**src/rtl/tftlcd_rx.sv**
```systemverilog
// tftlcd_rx: DE-mode parallel RGB receiver. It repacks each active pixel
// into a 24-bit word tagged with column, row, start-of-frame and end-of-line.
// It also measures the active geometry and flags lock loss or sync-while-DE
// protocol errors. Every frame-level event is resolved on the edge that
// loads the output stage of the input sample that caused it.
module tftlcd_rx #(
  parameter int MAX_H = 2048,
  parameter int MAX_V = 2048
) (
  input  logic        i_clk,
  input  logic        i_rst_n,
  input  logic        i_HSYNC,
  input  logic        i_VSYNC,
  input  logic        i_DE,
  input  logic [7:0]  i_RED,
  input  logic [7:0]  i_GREEN,
  input  logic [7:0]  i_BLUE,
  output logic [23:0] o_pixel,
  output logic        o_valid,
  output logic [15:0] o_hpixel,
  output logic [15:0] o_vpixel,
  output logic        o_sof,
  output logic        o_eol,
  output logic        o_locked,
  output logic        o_err,
  output logic [15:0] o_line_len,
  output logic [15:0] o_frame_lines
);

  localparam logic [15:0] H_LAST = 16'(MAX_H - 1);
  localparam logic [15:0] V_LAST = 16'(MAX_V - 1);

  typedef struct packed {
    logic        hs;
    logic        vs;
    logic        de;
    logic [23:0] rgb;   // {BLUE, GREEN, RED}
  } stage_t;

  typedef enum logic [1:0] {IDLE, MEASURE, LOCKED} state_t;

  stage_t      s1, s2;
  state_t      state;
  logic [15:0] col_cnt, row_cnt;
  logic [15:0] vs_lines;     // line count captured at the frame-closing vs_rise
  logic        vs_pend;      // vs_rise, delayed to the output-stage edge
  logic        prot_pend;    // sync-while-DE, delayed to the output-stage edge
  logic [15:0] ref_w;
  logic        have_ref;
  logic        mismatch;     // current frame cannot lock (width varied or tainted)

  logic        vs_rise, hs_rise, de_fall, violation, emit;
  logic [15:0] line_w, lines_now;

  assign vs_rise   = s1.vs & ~s2.vs;
  assign hs_rise   = s1.hs & ~s2.hs;
  assign de_fall   = s2.de & ~s1.de;
  assign violation = (vs_rise | hs_rise) & s1.de;
  assign line_w    = col_cnt + 16'd1;
  // A line that ends on the same edge as vs_rise still belongs to the closing frame.
  assign lines_now = (de_fall && row_cnt != V_LAST) ? row_cnt + 16'd1 : row_cnt;
  assign emit      = s2.de && (state != IDLE);

  // Two-deep input pipeline; s1 versus s2 gives the edge detectors.
  always_ff @(posedge i_clk or negedge i_rst_n) begin
    if (!i_rst_n) begin
      s1 <= '0;
      s2 <= '0;
    end else begin
      // NOTE: non-blocking so s2 captures the old s1, forming a real shift register.
      s1 <= {i_HSYNC, i_VSYNC, i_DE, i_BLUE, i_GREEN, i_RED};
      s2 <= s1;
    end
  end

  // Column/row counters plus frame events pended for the output-stage edge.
  always_ff @(posedge i_clk or negedge i_rst_n) begin
    if (!i_rst_n) begin
      col_cnt   <= '0;
      row_cnt   <= '0;
      vs_lines  <= '0;
      vs_pend   <= 1'b0;
      prot_pend <= 1'b0;
    end else begin
      vs_pend   <= vs_rise;
      prot_pend <= violation;
      if (vs_rise) vs_lines <= lines_now;

      if (de_fall || hs_rise)
        col_cnt <= '0;
      else if (s2.de && col_cnt != H_LAST)
        col_cnt <= col_cnt + 16'd1;

      if (vs_rise)
        row_cnt <= '0;
      else if (de_fall && row_cnt != V_LAST)
        row_cnt <= row_cnt + 16'd1;
    end
  end

  // Output pixel and tags; they hold their last values on non-pixel cycles.
  always_ff @(posedge i_clk or negedge i_rst_n) begin
    if (!i_rst_n) begin
      // NOTE: the pixel datapath is reset too, because every output must read 0 in reset.
      o_valid  <= 1'b0;
      o_pixel  <= '0;
      o_hpixel <= '0;
      o_vpixel <= '0;
      o_sof    <= 1'b0;
      o_eol    <= 1'b0;
    end else begin
      o_valid <= emit;
      if (emit) begin
        o_pixel  <= s2.rgb;
        o_hpixel <= col_cnt;
        o_vpixel <= row_cnt;
        o_sof    <= (col_cnt == '0) && (row_cnt == '0);
        o_eol    <= de_fall;
      end
    end
  end

  // Geometry lock FSM with registered lock/err/geometry outputs.
  always_ff @(posedge i_clk or negedge i_rst_n) begin
    if (!i_rst_n) begin
      state         <= IDLE;
      ref_w         <= '0;
      have_ref      <= 1'b0;
      mismatch      <= 1'b0;
      o_locked      <= 1'b0;
      o_err         <= 1'b0;
      o_line_len    <= '0;
      o_frame_lines <= '0;
    end else begin
      o_err <= 1'b0;
      unique case (state)
        IDLE: begin
          if (vs_pend) begin
            state    <= MEASURE;
            have_ref <= 1'b0;
            mismatch <= prot_pend;
          end
        end
        MEASURE: begin
          if (prot_pend) begin
            // Restart: the frame in progress can no longer be trusted.
            have_ref <= 1'b0;
            mismatch <= 1'b1;
          end else if (vs_pend) begin
            have_ref <= 1'b0;
            mismatch <= 1'b0;
            if (have_ref && !mismatch && vs_lines != '0) begin
              o_line_len    <= ref_w;
              o_frame_lines <= vs_lines;
              o_locked      <= 1'b1;
              state         <= LOCKED;
            end
          end else if (de_fall) begin
            if (!have_ref) begin
              ref_w    <= line_w;
              have_ref <= 1'b1;
            end else if (line_w != ref_w) begin
              mismatch <= 1'b1;
            end
          end
        end
        LOCKED: begin
          if (prot_pend || (de_fall && line_w != o_line_len)) begin
            // Mid-frame failure: the rest of this frame is not a valid measurement.
            o_err    <= 1'b1;
            o_locked <= 1'b0;
            have_ref <= 1'b0;
            mismatch <= 1'b1;
            state    <= MEASURE;
          end else if (vs_pend && vs_lines != o_frame_lines) begin
            // Frame boundary failure: the new frame starts a clean measurement.
            o_err    <= 1'b1;
            o_locked <= 1'b0;
            have_ref <= 1'b0;
            mismatch <= 1'b0;
            state    <= MEASURE;
          end
        end
        default: state <= IDLE;
      endcase
    end
  end

endmodule

```
**config.mk**
```make
export PLATFORM = sky130hd
export DESIGN_NAME = tftlcd_rx
export DESIGN_NICKNAME = d
export VERILOG_FILES = /design/src/rtl/tftlcd_rx.sv
export SDC_FILE = /design/constraint.sdc
export NUM_CORES = 1
export LEC_CHECK = 0
export CAP_MARGIN = 10
export CORE_MARGIN = 3
export CORE_UTILIZATION = 50
export DETAILED_ROUTE_END_ITERATION = 16
export PLACE_DENSITY = 0.81
export SLEW_MARGIN = 0
export SYNTH_ARGS = -nofsm -noshare
export SYNTH_HDL_FRONTEND = slang
export SYNTH_SLANG_ARGS = --single-unit
```
**constraint.sdc**
```tcl
create_clock -name i_clk -period 2.7 [get_ports i_clk]
set_clock_uncertainty 0.1 [all_clocks]
set_input_delay 0.27 -clock i_clk [delete_from_list [all_inputs] [get_ports i_clk]]
set_output_delay 0.27 -clock i_clk [all_outputs]
set_load 0.01 [all_outputs]
```
==> results_dict.tcl, run 1 <==
set metrics [dict create \
    fill_cells 1296 \
    cp-end-kind "flip-flop" \
    ir_worst_vdd_mv 0.666 \
    violations "setup timing" \
    timing.critical_path.from_type "flip-flop" \
    clk_path_buf_depth 3 \
    async_flop_share 1.00 \
    p_sw_frac 0.275 \
    postRouteAntennaNets 0 \
    arrival_ps 3160 \
    wire_per_inst_um 18.2 \
    slew_violations 0 \
    tritoncts "yes" \
    p_seq_frac 0.437 \
    p_per_area_mw_per_mm2 709 \
    setup_violations 6 \
    coreArea_sq_mm 0.0177 \
    floorplan.die.height_um 142 \
    clk_pin_slew_worst_paths_ps 60 \
    pre_cts_ws_ps -234 \
    critPathMaxFanout 5 \
    tns_ps -704 \
    syn_area_sq_mm 0.00920 \
    routed_wirelength_um 23700 \
    finalCriticalPeriod_ps 2850 \
    die_area_sq_mm 0.0201 \
    clk_latency_ps 520 \
    utilization 0.696 \
    numCtsBuffers 23 \
    ys.flop_type "dfrtp_1" \
    htreeDepth 1 \
    p_leak_nw 5.87 \
    synth_seq_cells 217 \
    synth_cells 857 \
    synth.yosys.warnings 0 \
    grtUsageTotal 0.241 \
    finalWorstSetupSlack_ps -146 \
    fin_nets 1098 \
    grt_first_pass_wirelength_um 38700 \
    viasPerCell 5.45 \
    clockRootBuffer "clkbuf_16" \
    cp.required_ps 3010 \
    drive_gt1_frac 0.189 \
    grt_overflow_total 0 \
    pin_count 122 \
    drt-initial-drc-count 437 \
    maxSlewHeadroom 0.494 \
    synth.avg_cell_area_sq_um 10.7 \
    crit_type "flip-flop to flip-flop" \
    vias 7089 \
    maxCapViolCount 0 \
    rsz0062_at_grt "yes" \
    fmax_mhz 351 \
    p_comb_frac 0.201 \
    antenna_found_initial 1 \
    first_pass_iters 4 \
    synth_nets 894 \
    place.gp.congestion 0.962 \
    syn2layout_area_growth_pct 33.7 \
    p_switching_mw 2.40 \
    grt_max_degree 81 \
    synth-edff-count 0 \
    dp_hpwl_um 16500 \
    hold_viol 0 \
    port_buffers 121 \
    grt_pass1_vias 7377 \
    p_clk_frac 0.362 \
    cts_num_sinks 217 \
    diodes 0 \
    start_util 0.521 \
    ys_seq_area_frac 0.591 \
    post-route-period-util 1.05 \
    synth.distinct_cells 57 \
    hold_path.class "primary input to flip-flop" \
    worst-slew-pin-transition_ps 759 \
    run_status "finished with violations" \
    p_int_mw 6.32 \
    row_count 48 \
    dieWidth_um 142 \
    drc_errors 0 \
]
cells by family (layout without fill, tap and decap cells):
kind of cell / count (synthesis) / in the layout / synth area share
and+or+nand+nor: 345 / 345 / 0.172
DFF: 217 / 217 / 0.591
AOI/OAI and AO/OA: 115 / 115 / 0.0774
xor gates and xnor gates: 75 / 75 / 0.0789
buffers and inverters: 61 / 280 / 0.0264
muxes: 36 / 36 / 0.0437
adders and majority gates: 8 / 8 / 0.0109
flip-flops by register name, indices dropped and copies added (netlist names), 2 cells and up:
register and flops:
state 2, col_cnt 16, vs_lines 16, row_cnt 16, o_vpixel 16, ref_w 16, s2 27, s1 27
o_hpixel 16, o_frame_lines 16, o_pixel 24, o_line_len 16
cell usage in the layout (no fill, tap or decap), types with 3 or more instances in the layout:
cell type        count
xnor3_1              5
xor2_1              39
xnor2_1             26
buf_12               4
and3_1               5
inv_2                3
clkdlybuf4s50_1    120
nor2_1              42
nand4_1             15
clkbuf_1             4
nand3_1             14
nand2b_1             9
buf_6                4
clkbuf_16           23
a21boi_0             3
o31ai_1              6
nor2b_1              6
clkbuf_8             8
buf_4               92
dfrtp_1            216
inv_1               14
a21oi_1              9
nor4_1              17
o41ai_1              3
a211oi_1             3
o21ai_0             66
o2111ai_1            5
nor4b_1              3
mux2_2              33
mux2i_1              3
ha_1                 6
a31oi_1              3
nand2_1            207
final cells by class:
type	instances	area [sq um]	area share
sequential	217	5430	0.442
multi-input combinational	579	3710	0.301
timing repair buffer	222	2040	0.166
clock buffer	35	701	0.0570
tap	225	282	0.0229
clock inverter	5	67.6	0.00549
inverter	18	67.6	0.00549
routing by layer:
metal / track usage / wire, um
met1: 0.327 / 10100
met3: 0.0428 / 1360
met4: 0.0914 / 756
met2: 0.391 / 11400
met5: 0 / 13
critical path, stage by stage (launching register included):
cell       delay, ps
dfrtp_1          420
buf_6            140
ha_4             170
nand3_1          200
nor2_4           100
a311oi_2         300
o2111ai_1        170
nor4_1           270
buf_4            180
a21oi_4           60
a211oi_4         340
a21oi_1          120
o22a_1           190
Yosys cell counts (10+ instances only):
library cell / number / area share
xor2_1: 42 / 0.040
clkbuf_1: 30 / 0.012
mux2_2: 33 / 0.040
xnor2_1: 28 / 0.027
nand2_1: 207 / 0.085
nor2_1: 43 / 0.018
nor4_1: 17 / 0.012
nand2b_1: 10 / 0.0068
nand4_1: 15 / 0.010
nand3_1: 14 / 0.0076
inv_1: 16 / 0.0065
dfrtp_1: 217 / 0.59
o21ai_0: 68 / 0.037
power groups by stage:
stage / combinational (mW) / sequential, mW / clock (mW)
floorplan: 0.688 / 3.93 / 0
detailed placement: 1.71 / 3.86 / 0
global route: 1.92 / 3.85 / 3.37
finish: 1.75 / 3.81 / 3.16
global placement: 1.67 / 3.84 / 0
CTS: 1.77 / 3.81 / 3.22
path summary, 6_finish.rpt:
path | depth (start not counted) | to | slack (ps) | from
max in group asynchronous | 3 | col_cnt[1] | 1460 | i_rst_n
min | 1 | s1[19] | 90 | i_BLUE[3]
min reg2reg | 0 | s2[14] | 240 | s1[14]
max | 12 | state[1] | -150 | col_cnt[0]
min in group asynchronous | 2 | o_vpixel[10] | 210 | i_rst_n
max reg2reg | 12 | state[1] | -150 | col_cnt[0]
what timing repair did:
item | 4_1_cts | 5_1_grt
pin swaps | 16 | 9
hold buffers | 1 | 0
setup buffers | 6 | 1
resized for setup | 25 | 10
setup endpoints to repair | 6 | 6
endpoints found under the hold margin | 77 | 0
stage by stage:
step | cell area [sq um] | hold slack, ps | power (mW) | std cells
after floorplan | 9210 | -126 | 4.62 | 857
final | 12300 | 88.1 | 8.72 | 1301
after CTS | 12200 | 70.8 | 8.80 | 1300
after global routing | 12300 | 60.3 | 9.14 | 1301
after global placement | 11300 | 194 | 5.52 | 1253
after detailed placement | 11300 | 193 | 5.57 | 1253
Note: power is estimated with default switching activity, not from simulation.
==> run 2: changes to the inputs <==
- CTS_CLUSTER_DIAMETER: unset -> 50
==> run 2 against run 1 <==
Against the previous run: the flow still finishes with violations (setup timing); count of clock-buffer cells in the layout is 2 lower; clock power increased by 1%; total power increased by 0.52%; final area fell by 0.35%; sequential power hardly changed; register-to-register slack barely moved; largest cell class unchanged.
==> results_dict.tcl, run 2 (synthesis results as in run 1) <==
set metrics [dict create \
    drive_gt1_frac 0.189 \
    arrival_ps 3200 \
    floorplan.die.height_um 142 \
    fill_cells 1321 \
    port_buffers 121 \
    final_area_sq_mm 0.0123 \
    setup_violations 6 \
    finalCriticalPeriod_ps 2860 \
    violations "setup timing" \
    final_common_cell "dfrtp_1" \
    cp-end-kind "flip-flop" \
    p_per_area_mw_per_mm2 715 \
    grt_first_pass_wirelength_um 39100 \
    first_pass_iters 4 \
    rsz0062_at_grt "yes" \
    finalWorstSetupSlack_ps -157 \
    hold_viol 0 \
    grt_pass1_vias 7344 \
    wire_per_inst_um 18.4 \
    diodes 0 \
    worst-slew-pin-transition_ps 728 \
    drc_errors 0 \
    numCtsBuffers 24 \
    maxSlewHeadroom 0.514 \
    hold_path.class "primary input to flip-flop" \
    biggestRegsByFlops "s1: 27 flops, s2: 27 flops, o_pixel: 24 flops" \
    row_count 48 \
    seqCellArea_sq_mm 0.00543 \
    routed_wirelength_um 23900 \
    pin_count 122 \
    pre_cts_ws_ps -234 \
    maxCapViolCount 0 \
    fin_nets 1098 \
    fmax_mhz 350 \
    postRouteAntennaNets 0 \
    start_util 0.521 \
    place_area_sq_mm 0.0113 \
    die_area_sq_mm 0.0201 \
    vias 7049 \
    run_status "finished with violations" \
    hold_ws_ps 91.9 \
    slew_violations 0 \
    viasPerCell 5.41 \
    clk_path_buf_depth 3 \
    crit_type "flip-flop to flip-flop" \
    syn2layout_area_growth_pct 33.3 \
    grt_max_degree 81 \
    clk_latency_ps 520 \
    grt_overflow_total 0 \
    multiInputGateArea_sq_mm 0.00366 \
    drt-initial-drc-count 514 \
    most-common-layout-cells "dfrtp_1 (215), nand2_1 (206), clkdlybuf4s50_1 (120), buf_4 (93), o21ai_0 (66)" \
    dp_hpwl_um 16500 \
    critPathMaxFanout 5 \
    dieWidth_um 142 \
    clk_pin_slew_worst_paths_ps 60 \
    reg2reg_slack_ps -160 \
    post-route-period-util 1.06 \
    tns_ps -718 \
    cp.required_ps 3040 \
    grtUsageTotal 0.244 \
    timing.critical_path.from_type "flip-flop" \
    ir_worst_vdd_mv 0.732 \
    htreeDepth 1 \
    coreArea_sq_mm 0.0177 \
    place.gp.congestion 0.962 \
    tritoncts "yes" \
    p_leak_nw 5.87 \
    clockRootBuffer "clkbuf_16" \
    p_total_mw 8.76 \
    cts_num_sinks 217 \
    antenna_found_initial 0 \
]
run 2: layout make-up:
type                            instances  share of cell area
Multi-Input combinational cell        579               0.298
Sequential cell                       217               0.443
Clock inverter                          9             0.00786
Inverter                               18             0.00551
Timing Repair Buffer                  221               0.165
Tap cell                              225              0.0230
Clock buffer                           33              0.0567
run 2: metrics by stage:
stage          std cells  utilization
2_1_floorplan        857            -
4_1_cts             1302        0.693
3_3_place_gp        1253        0.639
5_1_grt             1302        0.694
6_report            1302        0.694
3_5_place_dp        1253        0.639
run 2: metal layers:
| metal | vias up | wire length, um | global-route usage |
|---|---|---|---|
| li1 | 3294 | - | - |
| met4 | 0 | 592 | 0.0662 |
| met2 | 219 | 11700 | 0.407 |
| met5 | - | 0 | 0 |
| met1 | 3487 | 10300 | 0.333 |
| met3 | 49 | 1260 | 0.0401 |
run 2: power by group:
part,switching [mW],internal [mW]
clock network,1.30,1.90
registers,0.224,3.59
logic,0.903,0.843
run 2: final timing paths:
kind / startpoint / end / cells past startpoint
max: col_cnt[0] / have_ref / 12
min: i_BLUE[7] / s1[23] / 1
max reg2reg: col_cnt[0] / have_ref / 12
min reg2reg: s1[17] / s2[17] / 0
max in group asynchronous: i_rst_n / ref_w[13] / 3
min in group asynchronous: i_rst_n / o_vpixel[10] / 2
run 2: what timing repair did:
action                                  4_1_cts  5_1_grt
endpoints found under the setup margin        6        7
buffers inserted                              6        0
resized for setup                            24        4
gates cloned                                  0        0
endpoints found under the hold margin        77        0
hold buffers                                  1        0
pin swaps                                    14        6
run 2: worst max-delay path, stage by stage, from the launching register on:
cell	delay, ps
dfrtp_2	440
inv_2	90
ha_4	210
xor2_1	140
a211o_1	260
a221oi_2	170
o2111ai_1	140
nor4_1	290
buf_4	180
a21oi_4	60
a211oi_4	340
a21o_1	200
o32a_1	160
==> run 3: changes to the inputs <==
- ABC_CLOCK_PERIOD_IN_PS: unset -> 2700
==> results of run 3 <==
Same layout as run 2: the final DEF is identical, and so are final timing and power.
